--- config.mk ---
export PLATFORM = sky130hd
export DESIGN_NAME = fetch_ctrl_seq
export DESIGN_NICKNAME = d
export VERILOG_FILES = /design/src/rtl/rv_ctrl_pkg.sv /design/src/rtl/ctrl_decode.sv /design/src/rtl/fetch_ctrl_seq.sv
export SDC_FILE = /design/constraint.sdc
export NUM_CORES = 2
export LEC_CHECK = 0
export CAP_MARGIN = 5
export CORE_ASPECT_RATIO = 0.75
export CORE_MARGIN = 8
export CORE_UTILIZATION = 25
export DETAILED_ROUTE_END_ITERATION = 10
export GPL_ROUTABILITY_DRIVEN = 0
export GPL_TIMING_DRIVEN = 0
export SLEW_MARGIN = 40
export SYNTH_ARGS = -nofsm -noshare
export SYNTH_HDL_FRONTEND = slang
export SYNTH_SLANG_ARGS = --single-unit
--- constraint.sdc ---
create_clock -name clk -period 2.25 [get_ports clk]
set_input_delay 0.45 -clock clk [delete_from_list [all_inputs] [get_ports clk]]
set_output_delay 0.45 -clock clk [all_outputs]
set_load 0.01 [all_outputs]
--- src/rtl/rv_ctrl_pkg.sv ---
// Shared opcode, ALU-operation and FSM encodings for the fetch/control sequencer.
package rv_ctrl_pkg;

    localparam logic [6:0] OPC_RTYPE = 7'b0110011;
    localparam logic [6:0] OPC_IALU  = 7'b0010011;
    localparam logic [6:0] OPC_LOAD  = 7'b0000011;
    localparam logic [6:0] OPC_STORE = 7'b0100011;

    localparam logic [3:0] ALU_AND = 4'b0000;
    localparam logic [3:0] ALU_OR  = 4'b0001;
    localparam logic [3:0] ALU_ADD = 4'b0010;
    localparam logic [3:0] ALU_XOR = 4'b0011;
    localparam logic [3:0] ALU_SLL = 4'b0100;
    localparam logic [3:0] ALU_SRL = 4'b0101;
    localparam logic [3:0] ALU_SUB = 4'b0110;
    localparam logic [3:0] ALU_SLT = 4'b0111;

    typedef enum logic [2:0] {
        ST_IDLE,
        ST_FETCH,
        ST_DECODE,
        ST_EXEC,
        ST_MEM,
        ST_WB,
        ST_HALT
    } state_e;

    typedef struct packed {
        logic       alu_src;
        logic [3:0] alu_op;
        logic       mem_to_reg;
        logic       is_load;
        logic       is_store;
        logic       is_halt;
        logic       is_illegal;
    } dec_t;

    // Shared funct3 mapping; sub is the only case where funct7 changes the result.
    function automatic logic [3:0] alu_from_funct3(input logic [2:0] f3);
        case (f3)
            3'b000:  return ALU_ADD;
            3'b001:  return ALU_SLL;
            3'b010:  return ALU_SLT;
            3'b011:  return ALU_SLT;
            3'b100:  return ALU_XOR;
            3'b101:  return ALU_SRL;
            3'b110:  return ALU_OR;
            default: return ALU_AND;
        endcase
    endfunction

endpackage

--- src/rtl/ctrl_decode.sv ---
// Combinational opcode/funct decoder; the sequencer registers its result in DECODE.
module ctrl_decode
    import rv_ctrl_pkg::*;
#(
    parameter logic [31:0] HALT_INSN = 32'h0000_0073
) (
    input  logic [31:0] insn_i,
    output dec_t        dec_o
);

    always_comb begin
        dec_o = '0;
        if (insn_i == HALT_INSN) begin
            dec_o.is_halt = 1'b1;
        end else begin
            case (insn_i[6:0])
                OPC_RTYPE: begin
                    dec_o.alu_op = (insn_i[30] && insn_i[14:12] == 3'b000) ? ALU_SUB
                                                                           : alu_from_funct3(insn_i[14:12]);
                end
                OPC_IALU: begin
                    dec_o.alu_src = 1'b1;
                    dec_o.alu_op  = alu_from_funct3(insn_i[14:12]);
                end
                OPC_LOAD: begin
                    dec_o.alu_src    = 1'b1;
                    dec_o.alu_op     = ALU_ADD;
                    dec_o.mem_to_reg = 1'b1;
                    dec_o.is_load    = 1'b1;
                end
                OPC_STORE: begin
                    dec_o.alu_src  = 1'b1;
                    dec_o.alu_op   = ALU_ADD;
                    dec_o.is_store = 1'b1;
                end
                default: dec_o.is_illegal = 1'b1;
            endcase
        end
    end

endmodule

--- src/rtl/fetch_ctrl_seq.sv ---
// PC, instruction memory and multi-cycle control FSM feeding the single-issue datapath.
// Optional performance counters are enabled with `define FETCH_PERF_CNT_EN.
module fetch_ctrl_seq
    import rv_ctrl_pkg::*;
#(
    parameter int          IMEM_DEPTH = 64,
    parameter logic [31:0] RESET_PC   = 32'h0000_0000,
    parameter logic [31:0] HALT_INSN  = 32'h0000_0073,
    localparam int         AW         = $clog2(IMEM_DEPTH)
) (
    input  logic          clk,
    input  logic          rst,
    input  logic          start,
    input  logic          stall,
    input  logic          imem_we,
    input  logic [AW-1:0] imem_waddr,
    input  logic [31:0]   imem_wdata,
    output logic [31:0]   instruction,
    output logic          RegWrite,
    output logic          ALUSrc,
    output logic [3:0]    ALUop,
    output logic          MemWrite,
    output logic          MemRead,
    output logic          MemtoReg,
    output logic [31:0]   pc,
    output logic          busy,
    output logic          halted,
    output logic          illegal
`ifdef FETCH_PERF_CNT_EN
    ,
    output logic [31:0]   cycle_cnt,
    output logic [31:0]   retire_cnt
`endif
);

    logic [31:0] imem [IMEM_DEPTH];

    state_e      state_q, state_d;
    logic [31:0] pc_q, pc_d;
    logic [31:0] insn_q, insn_d;
    logic        alu_src_q, alu_src_d;
    logic [3:0]  alu_op_q, alu_op_d;
    logic        mem_to_reg_q, mem_to_reg_d;
    logic        is_load_q, is_load_d;
    logic        is_store_q, is_store_d;
    logic        illegal_q, illegal_d;
    dec_t        dec;

    ctrl_decode #(.HALT_INSN(HALT_INSN)) u_decode (
        .insn_i (insn_q),
        .dec_o  (dec)
    );

    // Preload port; contents deliberately survive reset.
    always_ff @(posedge clk) begin
        if (imem_we) imem[imem_waddr] <= imem_wdata;
    end

    always_comb begin
        state_d      = state_q;
        pc_d         = pc_q;
        insn_d       = insn_q;
        alu_src_d    = alu_src_q;
        alu_op_d     = alu_op_q;
        mem_to_reg_d = mem_to_reg_q;
        is_load_d    = is_load_q;
        is_store_d   = is_store_q;
        illegal_d    = 1'b0;
        if (!(stall && busy)) begin
            case (state_q)
                ST_IDLE:  if (start) state_d = ST_FETCH;
                ST_FETCH: begin
                    insn_d  = imem[pc_q[AW+1:2]];
                    state_d = ST_DECODE;
                end
                ST_DECODE: begin
                    if (dec.is_halt) begin
                        state_d = ST_HALT;
                    end else if (dec.is_illegal) begin
                        illegal_d = 1'b1;
                        pc_d      = pc_q + 32'd4;
                        state_d   = ST_FETCH;
                    end else begin
                        alu_src_d    = dec.alu_src;
                        alu_op_d     = dec.alu_op;
                        mem_to_reg_d = dec.mem_to_reg;
                        is_load_d    = dec.is_load;
                        is_store_d   = dec.is_store;
                        state_d      = ST_EXEC;
                    end
                end
                ST_EXEC:  state_d = (is_load_q || is_store_q) ? ST_MEM : ST_WB;
                ST_MEM: begin
                    if (is_store_q) begin
                        pc_d    = pc_q + 32'd4;
                        state_d = ST_FETCH;
                    end else begin
                        state_d = ST_WB;
                    end
                end
                ST_WB: begin
                    pc_d    = pc_q + 32'd4;
                    state_d = ST_FETCH;
                end
                default:  state_d = ST_HALT;
            endcase
        end
    end

    always_ff @(posedge clk or posedge rst) begin
        if (rst) begin
            state_q      <= ST_IDLE;
            pc_q         <= RESET_PC;
            insn_q       <= '0;
            alu_src_q    <= 1'b0;
            alu_op_q     <= '0;
            mem_to_reg_q <= 1'b0;
            is_load_q    <= 1'b0;
            is_store_q   <= 1'b0;
            illegal_q    <= 1'b0;
        end else begin
            state_q      <= state_d;
            pc_q         <= pc_d;
            insn_q       <= insn_d;
            alu_src_q    <= alu_src_d;
            alu_op_q     <= alu_op_d;
            mem_to_reg_q <= mem_to_reg_d;
            is_load_q    <= is_load_d;
            is_store_q   <= is_store_d;
            illegal_q    <= illegal_d;
        end
    end

    // Enables decode straight from the state register so reset clears them asynchronously.
    assign RegWrite    = (state_q == ST_WB);
    assign MemWrite    = (state_q == ST_MEM) && is_store_q;
    assign MemRead     = ((state_q == ST_MEM) || (state_q == ST_WB)) && is_load_q;
    assign ALUSrc      = alu_src_q;
    assign ALUop       = alu_op_q;
    assign MemtoReg    = mem_to_reg_q;
    assign instruction = insn_q;
    assign pc          = pc_q;
    assign busy        = (state_q != ST_IDLE) && (state_q != ST_HALT);
    assign halted      = (state_q == ST_HALT);
    assign illegal     = illegal_q;

`ifdef FETCH_PERF_CNT_EN
    logic [31:0] cycle_q, retire_q;
    logic        retire;

    assign retire = !stall && ((state_q == ST_WB) || (state_q == ST_MEM && is_store_q));

    always_ff @(posedge clk or posedge rst) begin
        if (rst) begin
            cycle_q  <= '0;
            retire_q <= '0;
        end else begin
            if (busy)   cycle_q  <= cycle_q + 32'd1;
            if (retire) retire_q <= retire_q + 32'd1;
        end
    end

    assign cycle_cnt  = cycle_q;
    assign retire_cnt = retire_q;
`endif

endmodule

# --- Word level (Yosys, flattened, before mapping) ---
# Memory sizes are Yosys's and may differ from the RTL's. A register that Yosys moved wholly into a read port is not among the register bits.
# Index checks and enable logic that the tools add are counted.
totals:
  mem_bits_rw: 2048
  register_bits: 44
  out_inout_bits: 76
  word_cells: 80
  memories: 1
  inputBits: 43
mem_list:
  columns: ["memory", "depth", "word_bits", "read_ports", "rd_ports_with_merged_regs", "wr", "line_no", "text"]
  rows:
  - ["imem", 64, 32, 1, 1, 1, "fetch_ctrl_seq.sv:36", "logic [31:0] imem [IMEM_DEPTH];"]
op_classes:
  muxes: 26
  eq_ne: 22
  add_sub_neg: 1
  n_reduce_logical: 19
  n_bitwise: 3
op_table:
  columns: ["op", "n"]
  rows:
  - ["32-bit two-way mux", 3]
  - ["32-bit case mux with 3 select lines", 1]
  - ["3-bit case mux with 6 select lines", 2]
  - ["32-bit by 3-bit adder with 32-bit output, second input constant", 1]
  - ["32-bit by 7-bit == test with 1-bit output, second input constant", 1]
  - ["3-bit == test, second input constant", 6]
  - ["7-bit by 6-bit == test with 1-bit output, second input constant", 2]
  - ["3-bit by 2-bit == test with 1-bit output, second input constant", 4]
  - ["1-bit two-way mux", 12]
  - ["3-bit two-way mux", 4]
  - ["4-bit case mux with 3 select lines", 1]
  - ["8-bit two-way mux", 1]
  - ["2-bit inequality test, second input constant", 4]
  - ["7-bit by 2-bit == test with 1-bit output, second input constant", 1]
  - ["7-bit by 5-bit == test with 1-bit output, second input constant", 1]
  - ["3-bit by 1-bit == test with 1-bit output, second input constant", 2]
  - ["3-bit zero test", 2]
  - ["3-bit nonzero test", 2]
  - ["1-bit logical AND", 5]
  - ["5-bit AND reduction", 1]
  - ["2-bit two-way mux", 2]
  - ["2-bit AND reduction", 2]
  - ["4-bit AND reduction", 1]
  - ["2-bit OR reduction", 2]
  - ["5 further kinds", 8]

# --- Longest topological paths before layout ---
depth:
  depth_word: 8
  mapped_depth: 10
  depth_no_buf: 6

# --- Modules after synthesis ---
# From an unflattened synthesis, not the netlist that was laid out.
unflattened:
  hier_cells: 3874
  hier_area_um2: 81745.9
modules_own_cells:
  columns: ["mod", "n_inst", "seq_area_each_um2", "area_per_inst_um2", "cells_per_inst"]
  rows:
  - ["fetch_ctrl_seq", 1, 63350.8, 81538.2, 3842]
  - ["ctrl_decode", 1, 0.0, 207.7, 32]

# --- Worst setup path after synthesis ---
# OpenSTA, ideal clock, no wires.
synth_timing:
  path_type: "input -> register"
  startpoint: "input imem_waddr[4]"
  endpoint: "memory imem[32][0] (enable)"
  setup_time_ns: 0.461
  path_buffers: 1
  stages: 4
  arrival_ns: 3.127
  required_time_ns: 1.789
  setup_slack_ns: -1.338
  cell_sequence: "clkbuf_1 -> nor2_1 -> nand4b_1 -> nor3_1"
synth_lines:
  columns: ["item", "line_no", "text"]
  rows:
  - ["start, declared", "fetch_ctrl_seq.sv:16", "input logic [AW-1:0] imem_waddr,"]
  - ["end, declared", "fetch_ctrl_seq.sv:36", null]
# Straight into the memory's write port.

==> impl_metrics.tcl <==
set metrics [dict create \
    power_density_nw_per_um2 1170 \
    crit_required_ps 2940 \
    finalPower_mw 122 \
    hold_slack_ps 63.8 \
    final_max_slew_viol_count 0 \
    clk_pin_slew_ps 60 \
    leakage_nw 34.0 \
    synthCells 4048 \
    drc 0 \
    multi_input_area_um2 19900 \
    cts-root-buf "clkbuf_16" \
    synth_area_um2 82100 \
    wl_per_cell_um 28.5 \
    rsz0062_at_grt "yes" \
    crit_type "reg2reg" \
    utilization_pct 31.9 \
    fin_ws_ps -613 \
    yosysTopAreaCell "edfxtp_1" \
    synth_top_cell_area_share_pct 74.9 \
    insertion_delay_ps 890 \
    cts_buffers 204 \
    hold_viol 0 \
    violations "negative setup slack" \
    core_area_um2 327000 \
    worstHoldPathCells 1 \
    num_io_pins 119 \
    die_w_um 678 \
    ys_seq_area_share_pct 77.1 \
    hold_end "imem[35][1]" \
    cp.arrival_ps 3550 \
    dp_hpwl_um 184000 \
    final-setup-viol-count 50 \
    synth_edf_count 2048 \
    grt_pass1_vias 43100 \
    r2r.worst_path.cells 10 \
    netlist_top_cells_count "edfxtp_1, mux2i_1, mux4_2, nor2_1, a22oi_1" \
    cts_tree "yes" \
    synth.avg_cell_area_um2 20.3 \
    worst_pin_slew_ps 895 \
    drive_gt1_share_pct 31.9 \
    synthTopCellsByArea "edfxtp_1, mux4_2, mux2i_1, dfrtp_1, a22oi_1" \
    synth.most_common_cell "edfxtp_1" \
    cts_max_level 4 \
    fmax_mhz 349 \
    drt_wl_total_um 263000 \
    cp_max_fo 7 \
    timing.rr.start "pc[2]" \
    r2r-end "instruction[31]" \
    grt_usage_pct 14.4 \
    regArea_um2 63400 \
    cap_violations 0 \
    min_from "imem_wdata[1]" \
    fin_crit_ps 2860 \
    grt_pass1_wl_um 355000 \
    fillers 30800 \
    die_area_um2 347000 \
    cp-end-kind "flop" \
    dr.pass1.iters 5 \
    clock-sinks 2120 \
    hold_path.class "in2reg" \
    drtAntennaViolNets 0 \
    worst_clock_skew_ps 106 \
    vdd.ir_drop.worst_uv 686 \
    antenna_found_initial 34 \
    syn2layout_area_growth_pct 27.2 \
    port-buffer-count 110 \
    status "finished with violations" \
    yosysUniqueCellTypes 64 \
    fin_cells 9210 \
    fp-row-count 182 \
    grt_max_degree 65 \
    clk_path_buf_depth 4 \
    initial_utilization_pct 25.1 \
    synthFlopType "edfxtp_1" \
    grt-ovfl-total 0 \
    dr.first_iter.drc_count 7063 \
    via_per_inst 4.93 \
    vias 45400 \
    regToRegSetupSlack_ps -610 \
    max_slew_margin_pct 40.1 \
    ys.warnings.count 0 \
    nets 4765 \
    die_h_um 512 \
    critPathLaunchType "flop" \
    dp_cells 8663 \
    fin_crit_sh_pct 127 \
    synth-seq-cells 2120 \
    ys_async_sr_fraction_pct 3.40 \
]
==> logic make-up after synthesis <==
group	count (synthesis)	share of synthesized area, %
adder cells (fa/ha/maj)	1	0.0152
XOR/XNOR	29	0.309
other	1	0.00457
multiplexers	819	14.9
AND/OR/NAND/NOR	393	2.27
AO/OA/AOI/OAI	433	3.79
buffers and inverters	252	1.68
flip-flops	2120	77.1
==> per-stage QoR <==
stage	setup WS, ps	TNS [ps]	cell area, µm²
4_1_cts	-559	-33080	102000
3_3_place_gp	-2940	-5271500	89200
3_5_place_dp	-1990	-1191490	93100
5_1_grt	-663	-20610	104000
6_report	-613	-17860	104000
2_1_floorplan	-465	-140630	82700
==> flip-flops by register name, summed over array words and instances, names as in the netlist <==
register     flops
illegal          1
ALUSrc           1
imem          2048
ALUop            3
state_q          3
instruction     32
pc              30
MemtoReg         1
is_store_q       1
==> cell usage in the layout (no fill, tap or decap), types with 19 or more instances in the layout <==
master	netlist	final
edfxtp_1	2048	2048
mux2i_1	494	451
mux4_2	320	320
clkbuf_16	0	209
buf_4	38	188
a22oi_1	134	133
buf_16	0	99
buf_8	1	87
nor2_4	0	86
clkbuf_1	99	70
buf_12	0	67
buf_6	27	57
nand2_1	73	56
nand3_1	70	52
a21oi_1	68	47
nor2_1	141	45
dfrtp_2	0	35
dfrtp_1	72	34
clkbuf_2	0	34
clkinv_1	2	33
dlymetal6s2s_1	0	33
clkbuf_8	0	31
clkinv_2	0	29
mux2i_4	0	27
dlygate4sd3_1	0	26
xor2_1	25	25
dlygate4sd2_1	0	23
clkbuf_4	0	22
a31oi_1	32	22
o32a_1	22	22
o211ai_1	19	19
==> repair_timing <==
action / in CTS / in global routing
cloned: 2 / 3
gates resized for setup: 640 / 266
hold buffers: 26 / 0
hold endpoints to repair: 323 / 0
buffers inserted: 42 / 110
setup endpoints to repair: 344 / 314
pin swaps: 43 / 69
==> layer usage <==
| layer | vias to the layer above | part of all wire, % | track usage [%] |
|---|---|---|---|
| li1 | 18100 | - | - |
| met4 | 12 | 3.2 | 4.07 |
| met3 | 413 | 13 | 4.82 |
| met1 | 23900 | 41 | 20.7 |
| met2 | 2849 | 42 | 20.5 |
| met5 | - | 0.029 | 0 |
==> worst max path at each step <==
stage,startpoint,end,slack (ps)
2_1_floorplan,imem_waddr[4],imem[33][0],-460
3_3_place_gp,pc[2],instruction[2],-2940
3_5_place_dp,pc[2],instruction[4],-1990
4_1_cts,pc[2],instruction[4],-560
5_1_grt,pc[2],instruction[26],-660
6_report,pc[2],instruction[31],-610
==> power breakdown <==
| part | leakage [nW] | internal (mW) | switching (mW) |
|---|---|---|---|
| clock network | 3.13 | 19.0 | 14.7 |
| logic | 11.6 | 17.9 | 25.4 |
| registers | 19.3 | 44.0 | 0.996 |
| total | 34.0 | 80.9 | 41.1 |
==> worst max-delay path, cell delays in order, from the launching register on <==
cell and delay (ps):
dfrtp_4 550, buf_12 180, buf_12 140, buf_16 160, buf_6 130, buf_12 130
mux4_2 440, mux2i_4 560, a221oi_4 150, nand2_2 160, a41oi_2 110
==> area by class of cell <==
cell class,count,area share [%]
well taps,4324,5.18
clock inverters,91,0.871
inverters,14,0.0587
clock buffers,275,5.28
diodes,5,0.0120
flip-flops and latches,2120,60.6
repair buffers,470,6.27
multi-input cells,1678,19.1
plain buffers,233,2.60
Power figures use the tool's default switching activity.
